### config.mk
export PLATFORM = sky130hd
export DESIGN_NAME = mul_rs_scheduler
export DESIGN_NICKNAME = d
export VERILOG_FILES = /design/src/rtl/mul_rs_scheduler.sv
export SDC_FILE = /design/constraint.sdc
export NUM_CORES = 1
export LEC_CHECK = 0
export CORE_MARGIN = 2
export CORE_UTILIZATION = 60
export CTS_BUF_LIST = sky130_fd_sc_hd__clkbuf_2 sky130_fd_sc_hd__clkbuf_4 sky130_fd_sc_hd__clkbuf_8
export DETAILED_ROUTE_END_ITERATION = 8
export PLACE_DENSITY = 0.95
export SYNTH_ARGS = -nofsm -noshare
export SYNTH_HDL_FRONTEND = slang
export SYNTH_SLANG_ARGS = --single-unit
export TNS_END_PERCENT = 20
### constraint.sdc
create_clock -name clk1 -period 15.7 [get_ports clk1]
set_input_delay 2.355 -clock clk1 [delete_from_list [all_inputs] [get_ports clk1]]
set_output_delay 2.355 -clock clk1 [all_outputs]
set_load 0.01 [all_outputs]
### src/rtl/mul_rs_scheduler.sv
// mul_rs_scheduler
//   Issue controller for the non-pipelined multiply/divide unit. Picks one
//   ready reservation-station entry per issue (round-robin), frees that
//   entry, runs the operation for its fixed latency, then holds the result
//   on the CDB until the arbiter grants it.
//
// Ports
//   clk1, rst_n        clock (posedge) and asynchronous active-low reset
//   flush              squash any in-flight op and return to IDLE
//   rs_valid/rs_ready  per-entry occupied / operands-available flags
//   rs_func/a/b/rob/rd per-entry packed fields, entry i at [W*i +: W]
//   rs_free            one-hot, one-cycle pulse: entry i was issued
//   busy               unit occupied (EXEC or WB)
//   cdb_req            result valid, requesting the CDB
//   cdb_grant          CDB arbiter grant (only meaningful while cdb_req=1)
//   cdb_data/rob/rd    result, its ROB index and destination register
//   cdb_exc            divide-by-zero or illegal func

module mul_rs_scheduler #(
  parameter int NUM_RS  = 3,
  parameter int MUL_LAT = 2,
  parameter int DIV_LAT = 4
) (
  input  logic                clk1,
  input  logic                rst_n,
  input  logic                flush,
  input  logic [NUM_RS-1:0]   rs_valid,
  input  logic [NUM_RS-1:0]   rs_ready,
  input  logic [4*NUM_RS-1:0] rs_func,
  input  logic [8*NUM_RS-1:0] rs_a,
  input  logic [8*NUM_RS-1:0] rs_b,
  input  logic [3*NUM_RS-1:0] rs_rob,
  input  logic [4*NUM_RS-1:0] rs_rd,
  output logic [NUM_RS-1:0]   rs_free,
  output logic                busy,
  output logic                cdb_req,
  input  logic                cdb_grant,
  output logic [15:0]         cdb_data,
  output logic [2:0]          cdb_rob,
  output logic [3:0]          cdb_rd,
  output logic                cdb_exc
);

  localparam int PTR_W   = (NUM_RS > 1) ? $clog2(NUM_RS) : 1;
  localparam int MAX_LAT = (MUL_LAT > DIV_LAT) ? MUL_LAT : DIV_LAT;
  localparam int CNT_W   = (MAX_LAT > 1) ? $clog2(MAX_LAT) : 1;

  localparam logic [3:0]       FUNC_MUL = 4'b0010;
  localparam logic [3:0]       FUNC_DIV = 4'b0011;
  localparam logic [PTR_W:0]   NUM_RS_W = (PTR_W+1)'(NUM_RS);
  localparam logic [PTR_W-1:0] LAST_IDX = PTR_W'(NUM_RS - 1);

  typedef enum logic [1:0] {
    S_IDLE = 2'd0,
    S_EXEC = 2'd1,
    S_WB   = 2'd2
  } state_t;

  state_t             state, state_d;
  logic [PTR_W-1:0]   rr_ptr;
  logic [CNT_W-1:0]   cnt;

  // Operands captured at the issue edge; the RS may change afterwards.
  logic [3:0]         op_func;
  logic [7:0]         op_a;
  logic [7:0]         op_b;
  logic [2:0]         op_rob;
  logic [3:0]         op_rd;

  // Per-entry views of the packed RS buses.
  logic [3:0]         func_arr [NUM_RS];
  logic [7:0]         a_arr    [NUM_RS];
  logic [7:0]         b_arr    [NUM_RS];
  logic [2:0]         rob_arr  [NUM_RS];
  logic [3:0]         rd_arr   [NUM_RS];

  for (genvar g = 0; g < NUM_RS; g++) begin : g_unpack
    assign func_arr[g] = rs_func[4*g +: 4];
    assign a_arr[g]    = rs_a[8*g +: 8];
    assign b_arr[g]    = rs_b[8*g +: 8];
    assign rob_arr[g]  = rs_rob[3*g +: 3];
    assign rd_arr[g]   = rs_rd[4*g +: 4];
  end

  // Issue latency minus one, loaded into cnt so that cdb_req rises exactly
  // LAT edges after the issue edge.
  function automatic logic [CNT_W-1:0] lat_m1(input logic [3:0] f);
    case (f)
      FUNC_MUL: return CNT_W'(MUL_LAT - 1);
      FUNC_DIV: return CNT_W'(DIV_LAT - 1);
      default:  return '0;
    endcase
  endfunction

  // ------------------------------------------------------------------
  // Round-robin pick: first candidate at or above rr_ptr, wrapping.
  // ------------------------------------------------------------------
  logic [NUM_RS-1:0] cand;
  logic              found;
  logic [PTR_W-1:0]  sel;
  logic [PTR_W:0]    idx;

  assign cand = rs_valid & rs_ready;

  // NOTE: every variable driven here gets a default before any branch, so
  // no path leaves it unassigned and no latch is inferred.
  always_comb begin
    found = 1'b0;
    sel   = '0;
    idx   = '0;
    for (int k = 0; k < NUM_RS; k++) begin
      idx = {1'b0, rr_ptr} + (PTR_W+1)'(k);
      if (idx >= NUM_RS_W) idx = idx - NUM_RS_W;
      if (!found && cand[idx[PTR_W-1:0]]) begin
        found = 1'b1;
        sel   = idx[PTR_W-1:0];
      end
    end
  end

  // ------------------------------------------------------------------
  // Next-state logic. flush overrides everything and also blocks an issue
  // or a writeback that would otherwise happen at the same edge.
  // ------------------------------------------------------------------
  logic issue;
  logic finish;

  always_comb begin
    state_d = state;
    issue   = 1'b0;
    finish  = 1'b0;
    case (state)
      S_IDLE: begin
        if (found && !flush) begin
          issue   = 1'b1;
          state_d = S_EXEC;
        end
      end
      S_EXEC: begin
        if (flush) begin
          state_d = S_IDLE;
        end else if (cnt == '0) begin
          finish  = 1'b1;
          state_d = S_WB;
        end
      end
      S_WB: begin
        if (flush || cdb_grant) state_d = S_IDLE;
      end
      default: state_d = S_IDLE;
    endcase
  end

  // ------------------------------------------------------------------
  // Result computation from the captured operands.
  // ------------------------------------------------------------------
  logic [15:0] res_data;
  logic        res_exc;

  always_comb begin
    res_data = 16'h0000;
    res_exc  = 1'b1;
    case (op_func)
      FUNC_MUL: begin
        res_data = {8'h00, op_a} * {8'h00, op_b};
        res_exc  = 1'b0;
      end
      FUNC_DIV: begin
        if (op_b == 8'h00) begin
          res_data = 16'hFFFF;
        end else begin
          res_data = {8'h00, op_a / op_b};
          res_exc  = 1'b0;
        end
      end
      default: ;
    endcase
  end

  // ------------------------------------------------------------------
  // State and datapath registers.
  // ------------------------------------------------------------------
  // NOTE: these are a handful of control/datapath flops, not a storage
  // array, so all of them are reset and every output reads 0 in reset.
  always_ff @(posedge clk1 or negedge rst_n) begin
    if (!rst_n) begin
      state    <= S_IDLE;
      rr_ptr   <= '0;
      cnt      <= '0;
      op_func  <= '0;
      op_a     <= '0;
      op_b     <= '0;
      op_rob   <= '0;
      op_rd    <= '0;
      rs_free  <= '0;
      cdb_req  <= 1'b0;
      cdb_data <= '0;
      cdb_rob  <= '0;
      cdb_rd   <= '0;
      cdb_exc  <= 1'b0;
    end else begin
      // NOTE: non-blocking assignments so every flop samples pre-edge values
      // regardless of statement order.
      state   <= state_d;
      rs_free <= '0;
      cdb_req <= (state_d == S_WB);

      if (issue) begin
        op_func <= func_arr[sel];
        op_a    <= a_arr[sel];
        op_b    <= b_arr[sel];
        op_rob  <= rob_arr[sel];
        op_rd   <= rd_arr[sel];
        cnt     <= lat_m1(func_arr[sel]);
        rs_free <= {{(NUM_RS-1){1'b0}}, 1'b1} << sel;
        rr_ptr  <= (sel == LAST_IDX) ? '0 : sel + PTR_W'(1);
      end else if (state == S_EXEC && cnt != '0) begin
        cnt <= cnt - CNT_W'(1);
      end

      if (finish) begin
        cdb_data <= res_data;
        cdb_exc  <= res_exc;
        cdb_rob  <= op_rob;
        cdb_rd   <= op_rd;
      end
    end
  end

  assign busy = (state != S_IDLE);

endmodule

==> impl_metrics.py, run 1 <==
metrics = {
    "outcome": {
        "run_status": "finished clean",
    },
    "final_layout": {
        "drive_gt1_share_pct": 6.19,
        "insertedDiodeCount": 0,
        "layout.cells.non_filler": 1012,
        "syn2layout_area_growth_pct": 22.9,
        "fillers": 752,
        "nNetsFinal": 1075,
    },
    "yosys": {
        "mappedNetlistNets": 975,
        "yosys.cell_count.top_type": "sky130_fd_sc_hd__nand2_1",
        "synth_cells": 767,
        "most_area_consuming_cells_after_synthesis": "sky130_fd_sc_hd__dfrtp_1, sky130_fd_sc_hd__ha_1, sky130_fd_sc_hd__fa_1, sky130_fd_sc_hd__nand2_1, sky130_fd_sc_hd__nor2_1",
        "synth_largest_type_area_fraction_pct": 23.4,
        "synth.yosys.seq_area_share_pct": 23.4,
        "postSynth.topFlopCell": "sky130_fd_sc_hd__dfrtp_1",
        "syn-cell-area_mm2": 0.00653,
        "ys_seq_elements": 61,
        "synth.top_cells.by_count": "sky130_fd_sc_hd__nand2_1, sky130_fd_sc_hd__nor2_1, sky130_fd_sc_hd__ha_1",
        "postSynth.asyncResetShare_pct": 100,
        "synth_cell_types": 64,
        "number_of_synthesized_flops_with_an_enable_pin": 0,
        "synthesis.area_per_instance_um2": 8.51,
        "netlist.top_cell.by_area": "sky130_fd_sc_hd__dfrtp_1",
        "synthesis.yosys.warnings": 0,
    },
    "critical_path": {
        "crit_required_ns": 15.95,
        "timing.critical_path.fanout_max": 16,
        "critical_path.most_common_cell": "sky130_fd_sc_hd__ha_1",
        "critPathBufInv": 1,
        "endpoint_kind": "flop",
        "worst-setup-path-type": "flop to flop",
        "critPathSlowestCell": "sky130_fd_sc_hd__a41oi_1",
        "crit_arrival_ns": 11.59,
        "critical-path-top-delay-family": "compound AO/OA/AOI/OAI gates",
        "start_kind": "flop",
        "cp_slowest_stage_delay_ns": 0.78,
    },
    "drt": {
        "routed_wirelength_um": 17900,
        "antenna_violating_nets_post_route": 0,
        "via_per_inst": 6.07,
        "drt-initial-drc-count": 535,
        "detail_route.first_pass.iterations": 5,
        "avgRoutedWirePerCell_um": 17.7,
        "drcViolationCount": 0,
        "dr_total_vias": 6138,
    },
    "sta": {
        "setup_tns_ns": 0,
        "hold_ws_ns": 0.493,
        "max_slew.worst_pin.slew_ns": 1.34,
        "timing.final.max_slew_violations": 0,
        "finalHoldViolCount": 0,
        "min_clock_period_post_route_ns": 11.33,
        "clock.fmax_mhz": 88.2,
        "min_period_over_period_pct": 72.2,
        "rsz0062_at_grt": "false",
        "setup_violations": 0,
        "finalClockSkew_ns": 0.0113,
        "slew_headroom_pct": 10.3,
    },
    "clock_network": {
        "cts_tree": "done",
        "postCtsSetupBuffers": 0,
        "ctsResizeCount": 0,
        "depth_of_the_cts_h_tree": 3,
        "cts_inserted_buffers": 9,
        "cts.sink_count": 61,
        "cts_hold_repair.buffers": 0,
        "clk-insertion-delay-late_ns": 0.36,
        "worst_setup_hold_path_clk_slew_ns": 0.08,
        "clock-root-buffer": "sky130_fd_sc_hd__clkbuf_8",
        "cts_buffer_depth": 2,
    },
    "global_route": {
        "grtUsageTotal_pct": 32.5,
        "grt_max_degree": 62,
        "gr-total-overflow": 0,
        "initial_antenna_violation_count": 0,
        "first_global_vias": 6236,
        "grt_first_pass_wirelength_um": 29500,
    },
    "die": {
        "die_h_um": 108,
        "die_area_mm2": 0.0117,
        "fp.coreArea_mm2": 0.0107,
        "initial_core_utilization_pct": 60.8,
        "floorplan.die.width_um": 108,
        "num_io_pins": 120,
        "number_of_placement_rows": 38,
    },
    "placement": {
        "globalplace.congestion": 0.952,
        "dp_cells": 996,
        "port_buffers": 119,
        "place_hpwl_um": 13600,
    },
    "hold_path": {
        "hp-class": "flop to flop",
    },
    "flow_run": {
        "number_of_violations_of_the_max_capacitance_limit": 0,
    },
}
-- path summary, 6_finish.rpt --
check / end / from / slack (ns) / depth (start not counted)
max in group asynchronous: op_a[2]$_DFFE_PN0P_ / rst_n / 13.03 / 2
worst max-delay path: cdb_data[0]$_DFFE_PN0P_ / op_b[7]$_DFFE_PN0P_ / 4.37 / 42
worst max register to register: cdb_data[0]$_DFFE_PN0P_ / op_b[7]$_DFFE_PN0P_ / 4.37 / 42
worst min register to register: cdb_data[0]$_DFFE_PN0P_ / cdb_data[0]$_DFFE_PN0P_ / 0.49 / 1
min in group asynchronous: cdb_data[9]$_DFFE_PN0P_ / rst_n / 2.14 / 2
worst min-delay path: cdb_data[0]$_DFFE_PN0P_ / cdb_data[0]$_DFFE_PN0P_ / 0.49 / 1
-- cell families after synthesis --
logic type               Yosys count  share of synthesized area, %
AO/OA/AOI/OAI                    193                          19.8
multiplexers                      21                          3.68
adder cells (fa/ha/maj)          118                          26.7
buffers and inverters            107                          6.21
flip-flops                        61                          23.4
AND/OR/NAND/NOR                  240                          16.6
XOR/XNOR                          27                          3.62
-- final cells by class --
cell class / count / area (um^2) / share of cell area (%)
Clock inverter: 6 / 87.6 / 1.09
Timing Repair Buffer: 125 / 1230 / 15.3
Clock buffer: 10 / 131 / 1.64
Multi-Input combinational cell: 599 / 4600 / 57.4
Tap cell: 140 / 175 / 2.18
Sequential cell: 61 / 1530 / 19.0
Inverter: 71 / 267 / 3.32
-- metrics by stage --
stage,worst slack (ns),util [%],area [um^2]
floorplan,5.91,-,6530
detailed placement,4.50,72.6,7800
global placement,4.83,72.6,7800
CTS,4.50,74.7,8020
finish,4.37,74.7,8020
global route,3.37,74.7,8020
-- cells in the final DEF, fill, tap and decap left out, types with 3 or more instances in the layout --
| master | Yosys | routed |
|---|---|---|
| sky130_fd_sc_hd__a22o_1 | 4 | 4 |
| sky130_fd_sc_hd__o21ai_0 | 27 | 27 |
| sky130_fd_sc_hd__and2_1 | 17 | 17 |
| sky130_fd_sc_hd__nor3_1 | 8 | 8 |
| sky130_fd_sc_hd__a21oi_1 | 44 | 44 |
| sky130_fd_sc_hd__nor4_1 | 3 | 3 |
| sky130_fd_sc_hd__clkbuf_8 | 0 | 9 |
| sky130_fd_sc_hd__nand2_1 | 86 | 86 |
| sky130_fd_sc_hd__o21ai_1 | 5 | 4 |
| sky130_fd_sc_hd__o21bai_1 | 5 | 5 |
| sky130_fd_sc_hd__a21o_1 | 6 | 6 |
| sky130_fd_sc_hd__a211oi_1 | 6 | 6 |
| sky130_fd_sc_hd__inv_1 | 70 | 70 |
| sky130_fd_sc_hd__o22ai_1 | 6 | 6 |
| sky130_fd_sc_hd__ha_1 | 81 | 81 |
| sky130_fd_sc_hd__a31oi_1 | 26 | 26 |
| sky130_fd_sc_hd__nor2b_1 | 4 | 4 |
| sky130_fd_sc_hd__nor2_1 | 85 | 84 |
| sky130_fd_sc_hd__buf_4 | 0 | 6 |
| sky130_fd_sc_hd__fa_1 | 36 | 36 |
| sky130_fd_sc_hd__nand3_1 | 8 | 8 |
| sky130_fd_sc_hd__xor2_1 | 10 | 10 |
| sky130_fd_sc_hd__clkdlybuf4s50_1 | 0 | 118 |
| sky130_fd_sc_hd__o21a_1 | 13 | 13 |
| sky130_fd_sc_hd__or3_1 | 8 | 8 |
| sky130_fd_sc_hd__a22oi_1 | 26 | 26 |
| sky130_fd_sc_hd__mux2i_1 | 3 | 3 |
| sky130_fd_sc_hd__xnor2_1 | 17 | 17 |
| sky130_fd_sc_hd__or2_2 | 3 | 3 |
| sky130_fd_sc_hd__mux2_2 | 16 | 16 |
| sky130_fd_sc_hd__dfrtp_1 | 61 | 61 |
| sky130_fd_sc_hd__o211ai_1 | 6 | 6 |
| sky130_fd_sc_hd__nand2b_1 | 3 | 3 |
-- metal layers --
metal	vias to the layer above	GRT usage, %	share of wire [%]
li1	2859	-	-
met1	2917	40.0	40
met2	295	54.4	48
met3	67	6.87	7.8
met4	0	15.6	4.2
met5	-	0	0
-- state kept, by name, indices dropped and copies added (netlist names) --
signal and flops:
op_func 4, op_a 8, cdb_data 16, cdb_rob 3, cdb_rd 4, op_b 8
cdb_exc 1, cnt 2, rr_ptr 2, state 2, op_rd 4, op_rob 3
rs_free 3, cdb_req 1
Power of run 1 is not shown: default switching activity piles up to over one toggle a cycle in this logic, so the estimate is an artifact.
==> run 2, diff against run 1 <==
--- a/config.mk
+++ b/config.mk
@@ -6,10 +6,10 @@
 export NUM_CORES = 1
 export LEC_CHECK = 0
 export CORE_MARGIN = 2
-export CORE_UTILIZATION = 60
+export CORE_UTILIZATION = 50
 export CTS_BUF_LIST = sky130_fd_sc_hd__clkbuf_2 sky130_fd_sc_hd__clkbuf_4 sky130_fd_sc_hd__clkbuf_8
 export DETAILED_ROUTE_END_ITERATION = 8
-export PLACE_DENSITY = 0.95
+export PLACE_DENSITY = 0.9
 export SYNTH_ARGS = -nofsm -noshare
 export SYNTH_HDL_FRONTEND = slang
 export SYNTH_SLANG_ARGS = --single-unit
==> constraint.sdc (replaced) <==
create_clock -name clk1 -period 10.3 [get_ports clk1]
set_input_delay 1.545 -clock clk1 [delete_from_list [all_inputs] [get_ports clk1]]
set_output_delay 1.545 -clock clk1 [all_outputs]
set_load 0.01 [all_outputs]
==> run 2 against run 1 <==
  * Clock skew shrank 0.0012 ns
  * Count of clock-buffer cells in the layout grew 1
  * Critical path depth grew 2
  * Sequential cell count is the same
==> impl_metrics.py, run 2 (synthesis gave the netlist of run 1 again) <==
metrics = {
    "global_route": {
        "grt_max_degree": 62,
        "initial_antenna_violation_count": 0,
        "grtUsageTotal_pct": 26.3,
        "grt_first_pass_wirelength_um": 29900,
        "gr-total-overflow": 0,
        "first_global_vias": 6362,
    },
    "critical_path": {
        "endpoint_kind": "flop",
        "cp_slowest_stage_delay_ns": 0.41,
        "start_kind": "flop",
        "critPathSlowestCell": "sky130_fd_sc_hd__dfrtp_1",
        "worst-setup-path-type": "flop to flop",
        "critical_path.most_common_cell": "sky130_fd_sc_hd__ha_1",
        "timing.critical_path.fanout_max": 8,
        "crit_required_ns": 10.55,
        "crit_arrival_ns": 10.14,
    },
    "drt": {
        "routed_wirelength_um": 18000,
        "dr_total_vias": 6245,
        "drcViolationCount": 0,
        "avgRoutedWirePerCell_um": 17.0,
        "antenna_violating_nets_post_route": 0,
        "via_per_inst": 5.91,
        "detail_route.first_pass.iterations": 5,
        "drt-initial-drc-count": 672,
    },
    "hold_path": {
        "hp-class": "flop to flop",
    },
    "final_layout": {
        "nNetsFinal": 1089,
        "register_area_mm2": 0.00153,
        "final_standard_cell_utilization_of_the_core_pct": 64.6,
        "biggestRegsByFlops": "cdb_data: 16 flops, op_a: 8 flops, op_b: 8 flops",
        "largest_register_ff_count": 16,
        "insertedDiodeCount": 0,
        "largest_register": "cdb_data",
        "multi_input_area_mm2": 0.00467,
        "fillers": 964,
        "drive_gt1_share_pct": 8.93,
        "syn2layout_area_growth_pct": 25.4,
        "mostFrequentLayoutCells": "sky130_fd_sc_hd__clkdlybuf4s50_1, sky130_fd_sc_hd__nand2_1, sky130_fd_sc_hd__nor2_1",
        "most_common_cell_after_layout_fill_and_taps_aside": "sky130_fd_sc_hd__clkdlybuf4s50_1",
    },
    "clock_network": {
        "depth_of_the_cts_h_tree": 3,
        "clock-root-buffer": "sky130_fd_sc_hd__clkbuf_8",
        "cts.sink_count": 61,
        "clk-insertion-delay-late_ns": 0.37,
        "cts_hold_repair.buffers": 0,
        "worst_setup_hold_path_clk_slew_ns": 0.08,
        "cts_buffer_depth": 2,
        "cts_inserted_buffers": 9,
        "cts_tree": "done",
    },
    "placement": {
        "port_buffers": 119,
        "globalplace.congestion": 0.986,
        "place_hpwl_um": 13600,
    },
    "flow_run": {
        "number_of_violations_of_the_max_capacitance_limit": 0,
    },
    "sta": {
        "finalClockSkew_ns": 0.0101,
        "setup_violations": 0,
        "max_slew.worst_pin.slew_ns": 1.36,
        "slew_headroom_pct": 8.64,
        "timing.final.max_slew_violations": 0,
        "min_clock_period_post_route_ns": 9.89,
        "clock.fmax_mhz": 101,
        "finalHoldViolCount": 0,
        "min_period_over_period_pct": 96.0,
    },
    "die": {
        "number_of_placement_rows": 41,
        "initial_core_utilization_pct": 51.5,
        "die_h_um": 118,
        "fp.coreArea_mm2": 0.0127,
        "die_area_mm2": 0.0140,
        "num_io_pins": 120,
        "floorplan.die.width_um": 118,
    },
    "outcome": {
        "run_status": "finished clean",
    },
}
==> run 2: cell count changes in the layout (fill, tap and decap cells not counted), sizes merged <==
cell | previous run | this run
buf | 7 | 20
bufinv | 2 | 0
clkinv | 4 | 2
clkinvlp | 0 | 2
clkbuf | 10 | 11
clkdlybuf4s15 | 0 | 1
==> run 2: path summary, 6_finish.rpt <==
| check | start | endpoint | slack (ns) | depth (start not counted) |
|---|---|---|---|---|
| max | op_b[5]$_DFFE_PN0P_ | cdb_data[0]$_DFFE_PN0P_ | 0.41 | 44 |
| min | cdb_data[3]$_DFFE_PN0P_ | cdb_data[3]$_DFFE_PN0P_ | 0.50 | 1 |
| max reg2reg | op_b[5]$_DFFE_PN0P_ | cdb_data[0]$_DFFE_PN0P_ | 0.41 | 44 |
| min reg2reg | cdb_data[3]$_DFFE_PN0P_ | cdb_data[3]$_DFFE_PN0P_ | 0.50 | 1 |
| max in group asynchronous | rst_n | op_b[3]$_DFFE_PN0P_ | 8.41 | 2 |
| min in group asynchronous | rst_n | cdb_data[3]$_DFFE_PN0P_ | 1.32 | 2 |
==> run 2: metrics by stage <==
| step | cells | TNS (ns) | setup slack [ns] | instance area (um^2) | hold WS, ns |
|---|---|---|---|---|---|
| 6_report | 1057 | 0 | 0.414 | 8190 | 0.498 |
| 5_1_grt | 1057 | -0.180 | -0.180 | 8190 | 0.527 |
| 4_1_cts | 1050 | 0 | 0.0467 | 8070 | 0.504 |
| 3_5_place_dp | 1035 | 0 | 0.0770 | 7900 | 0.488 |
| 3_3_place_gp | 1035 | 0 | 0.462 | 7900 | 0.487 |
| 2_1_floorplan | 767 | 0 | 0.508 | 6530 | 0.463 |
==> run 2: layer usage <==
| layer | up-vias | part of all wire [%] | global-route usage [%] |
|---|---|---|---|
| met3 | 66 | 10 | 6.03 |
| met1 | 2919 | 38 | 31.7 |
| met4 | 0 | 3.7 | 11.4 |
| li1 | 2882 | - | - |
| met5 | - | 0 | 0 |
| met2 | 378 | 48 | 44.8 |
==> run 2: cell type report <==
cell class | count | area share, %
multi-input combinational | 599 | 57.0
sequential | 61 | 18.7
timing repair buffer | 139 | 16.4
inverter | 71 | 3.25
tap | 172 | 2.63
clock buffer | 11 | 1.77
clock inverter | 4 | 0.306
==> run 2: what timing repair did <==
action                     in CTS  in global routing
resized for setup               0                 17
setup buffers                   0                  6
setup endpoints to repair       0                  2
==> run 2: critical path: cells and delay by family, from the launching register on <==
kind | cells | cell delay (ns)
mux | 4 | 1.24
simple gates | 11 | 2.03
fa+ha+maj | 7 | 2.27
compound gates | 19 | 3.29
flops | 1 | 0.41
buf+inv | 3 | 0.53
Power of run 2 is left out for the same reason.
==> run 3, diff against run 2 <==
--- a/config.mk
+++ b/config.mk
@@ -5,7 +5,6 @@
 export SDC_FILE = /design/constraint.sdc
 export NUM_CORES = 1
 export LEC_CHECK = 0
-export CORE_MARGIN = 2
 export CORE_UTILIZATION = 50
 export CTS_BUF_LIST = sky130_fd_sc_hd__clkbuf_2 sky130_fd_sc_hd__clkbuf_4 sky130_fd_sc_hd__clkbuf_8
 export DETAILED_ROUTE_END_ITERATION = 8
==> run 3 against run 2 <==
  * Clock skew shrank 0.0012 ns
  * Cell count down 0.28%
  * Largest cell class unchanged
  * Critical endpoint unchanged
  * Sequential cell count unchanged
  * Worst hold slack better by 0.0082 ns
  * Via count stayed put
  * Maximum frequency rose by 1.3%
  * Register-to-register slack better by 0.12 ns
==> impl_metrics.py, run 3 (synthesis gave the netlist of run 1 again) <==
metrics = {
    "outcome": {
        "run_status": "finished clean",
    },
    "sta": {
        "min_period_over_period_pct": 94.8,
        "hold_ws_ns": 0.506,
        "rsz0062_at_grt": "false",
        "clock.fmax_mhz": 102,
        "min_clock_period_post_route_ns": 9.76,
        "setup_violations": 0,
        "timing.final.max_slew_violations": 0,
        "max_slew.worst_pin.slew_ns": 1.29,
        "finalClockSkew_ns": 0.00883,
        "final_critical_path_setup_slack_ns": 0.539,
        "finalHoldViolCount": 0,
        "slew_headroom_pct": 13.9,
    },
    "critical_path": {
        "start_kind": "flop",
        "r2r_end": "cdb_data[0]$_DFFE_PN0P_",
        "crit_arrival_ns": 9.99,
        "crit_required_ns": 10.53,
        "cp_slowest_stage_delay_ns": 0.42,
        "worst-setup-path-type": "flop to flop",
        "critPathSlowestCell": "sky130_fd_sc_hd__dfrtp_1",
        "reg2reg_setup_slack_ns": 0.54,
        "r2r.worst_path.cells": 42,
        "critical_path.most_common_cell": "sky130_fd_sc_hd__ha_1",
        "rr_startpoint": "op_b[7]$_DFFE_PN0P_",
        "endpoint_kind": "flop",
        "timing.critical_path.fanout_max": 11,
    },
    "final_layout": {
        "mostFrequentLayoutCells": "sky130_fd_sc_hd__clkdlybuf4s50_1, sky130_fd_sc_hd__nand2_1, sky130_fd_sc_hd__nor2_1",
        "drive_gt1_share_pct": 8.62,
        "register_area_mm2": 0.00153,
        "most_common_cell_after_layout_fill_and_taps_aside": "sky130_fd_sc_hd__clkdlybuf4s50_1",
        "biggestRegsByFlops": "cdb_data: 16 flops, op_a: 8 flops, op_b: 8 flops",
        "syn2layout_area_growth_pct": 25.7,
        "fillers": 992,
        "nNetsFinal": 1085,
        "layout.cells.non_filler": 1054,
        "insertedDiodeCount": 0,
        "largest_register_ff_count": 16,
        "largest_register": "cdb_data",
        "multi_input_area_mm2": 0.00467,
        "stdcell_area_mm2": 0.00821,
    },
    "clock_network": {
        "clock-root-buffer": "sky130_fd_sc_hd__clkbuf_8",
        "cts_hold_repair.buffers": 0,
        "worst_setup_hold_path_clk_slew_ns": 0.07,
        "cts_tree": "done",
        "cts.sink_count": 61,
        "cts_inserted_buffers": 9,
        "cts_buffer_depth": 2,
        "clk-insertion-delay-late_ns": 0.35,
        "depth_of_the_cts_h_tree": 3,
    },
    "global_route": {
        "grt_first_pass_wirelength_um": 29100,
        "grtUsageTotal_pct": 27.9,
        "initial_antenna_violation_count": 0,
        "first_global_vias": 6196,
        "grt_max_degree": 62,
        "gr-total-overflow": 0,
    },
    "hold_path": {
        "hp-start": "cdb_data[3]$_DFFE_PN0P_",
        "hold_path_end": "cdb_data[3]$_DFFE_PN0P_",
        "hp-class": "flop to flop",
        "timing.hold.worst_path_depth": 1,
    },
    "drt": {
        "detail_route.first_pass.iterations": 5,
        "antenna_violating_nets_post_route": 0,
        "drcViolationCount": 0,
        "drt-initial-drc-count": 508,
        "via_per_inst": 5.93,
        "routed_wirelength_um": 18100,
        "dr_total_vias": 6245,
        "avgRoutedWirePerCell_um": 17.2,
    },
    "placement": {
        "place_worst_setup_slack_ns": -0.0761,
        "place_hpwl_um": 13400,
        "globalplace.congestion": 0.964,
        "placedInstanceArea_mm2": 0.00790,
        "port_buffers": 119,
        "dp_cells": 1036,
    },
    "die": {
        "number_of_placement_rows": 41,
        "num_io_pins": 120,
        "die_h_um": 116,
        "fp.coreArea_mm2": 0.0127,
        "die_area_mm2": 0.0135,
        "initial_core_utilization_pct": 51.5,
        "floorplan.die.width_um": 116,
    },
    "flow_run": {
        "number_of_violations_of_the_max_capacitance_limit": 0,
    },
}
==> run 3: final cells by class <==
cell class                      instances  area share, %
Clock buffer                           12           1.78
Sequential cell                        61           18.6
Inverter                               71           3.25
Multi-Input combinational cell        599           56.9
Clock inverter                          4          0.884
Tap cell                              172           2.62
Timing Repair Buffer                  135           15.9
==> run 3: how the worst max path moves through the flow <==
stage	cells after the start	from	slack (ns)	to
2_1_floorplan	44	op_b[0]$_DFFE_PN0P_	0.51	cdb_data[0]$_DFFE_PN0P_
3_5_place_dp	43	op_b[5]$_DFFE_PN0P_	-0.08	cdb_data[0]$_DFFE_PN0P_
5_1_grt	44	op_b[7]$_DFFE_PN0P_	0.0002	cdb_data[0]$_DFFE_PN0P_
6_report	42	op_b[7]$_DFFE_PN0P_	0.54	cdb_data[0]$_DFFE_PN0P_
4_1_cts	44	op_b[5]$_DFFE_PN0P_	0.05	cdb_data[0]$_DFFE_PN0P_
3_3_place_gp	43	op_b[5]$_DFFE_PN0P_	0.38	cdb_data[0]$_DFFE_PN0P_
==> run 3: critical path, delay by kind of cell, from the launching register on <==
kind,cells,cell delay [ns]
AOI/OAI and AO/OA,21,3.88
adders and majority gates,7,2.22
and+or+nand+nor,9,1.60
muxes,3,1.08
DFF,1,0.42
buffers and inverters,2,0.42
==> run 3: metal layers <==
| metal | GRT usage (%) | vias up | share of wire (%) |
|---|---|---|---|
| met5 | 0 | - | 0 |
| met1 | 33.6 | 2972 | 39 |
| li1 | - | 2881 | - |
| met4 | 12.8 | 0 | 3.7 |
| met2 | 48.2 | 323 | 49 |
| met3 | 5.45 | 69 | 8.5 |
==> run 3: repair_timing <==
action | in CTS | in global routing
resized for setup | 1 | 15
pin swaps | 0 | 3
buffers inserted | 0 | 2
endpoints found under the setup margin | 1 | 1
==> run 3: stage by stage <==
stage	setup TNS, ns	util [%]
3_5_place_dp	-0.0761	62.4
6_report	0	64.8
2_1_floorplan	0	-
4_1_cts	0	64.2
5_1_grt	0	64.8
3_3_place_gp	0	62.4
Power of run 3 is left out for the same reason.
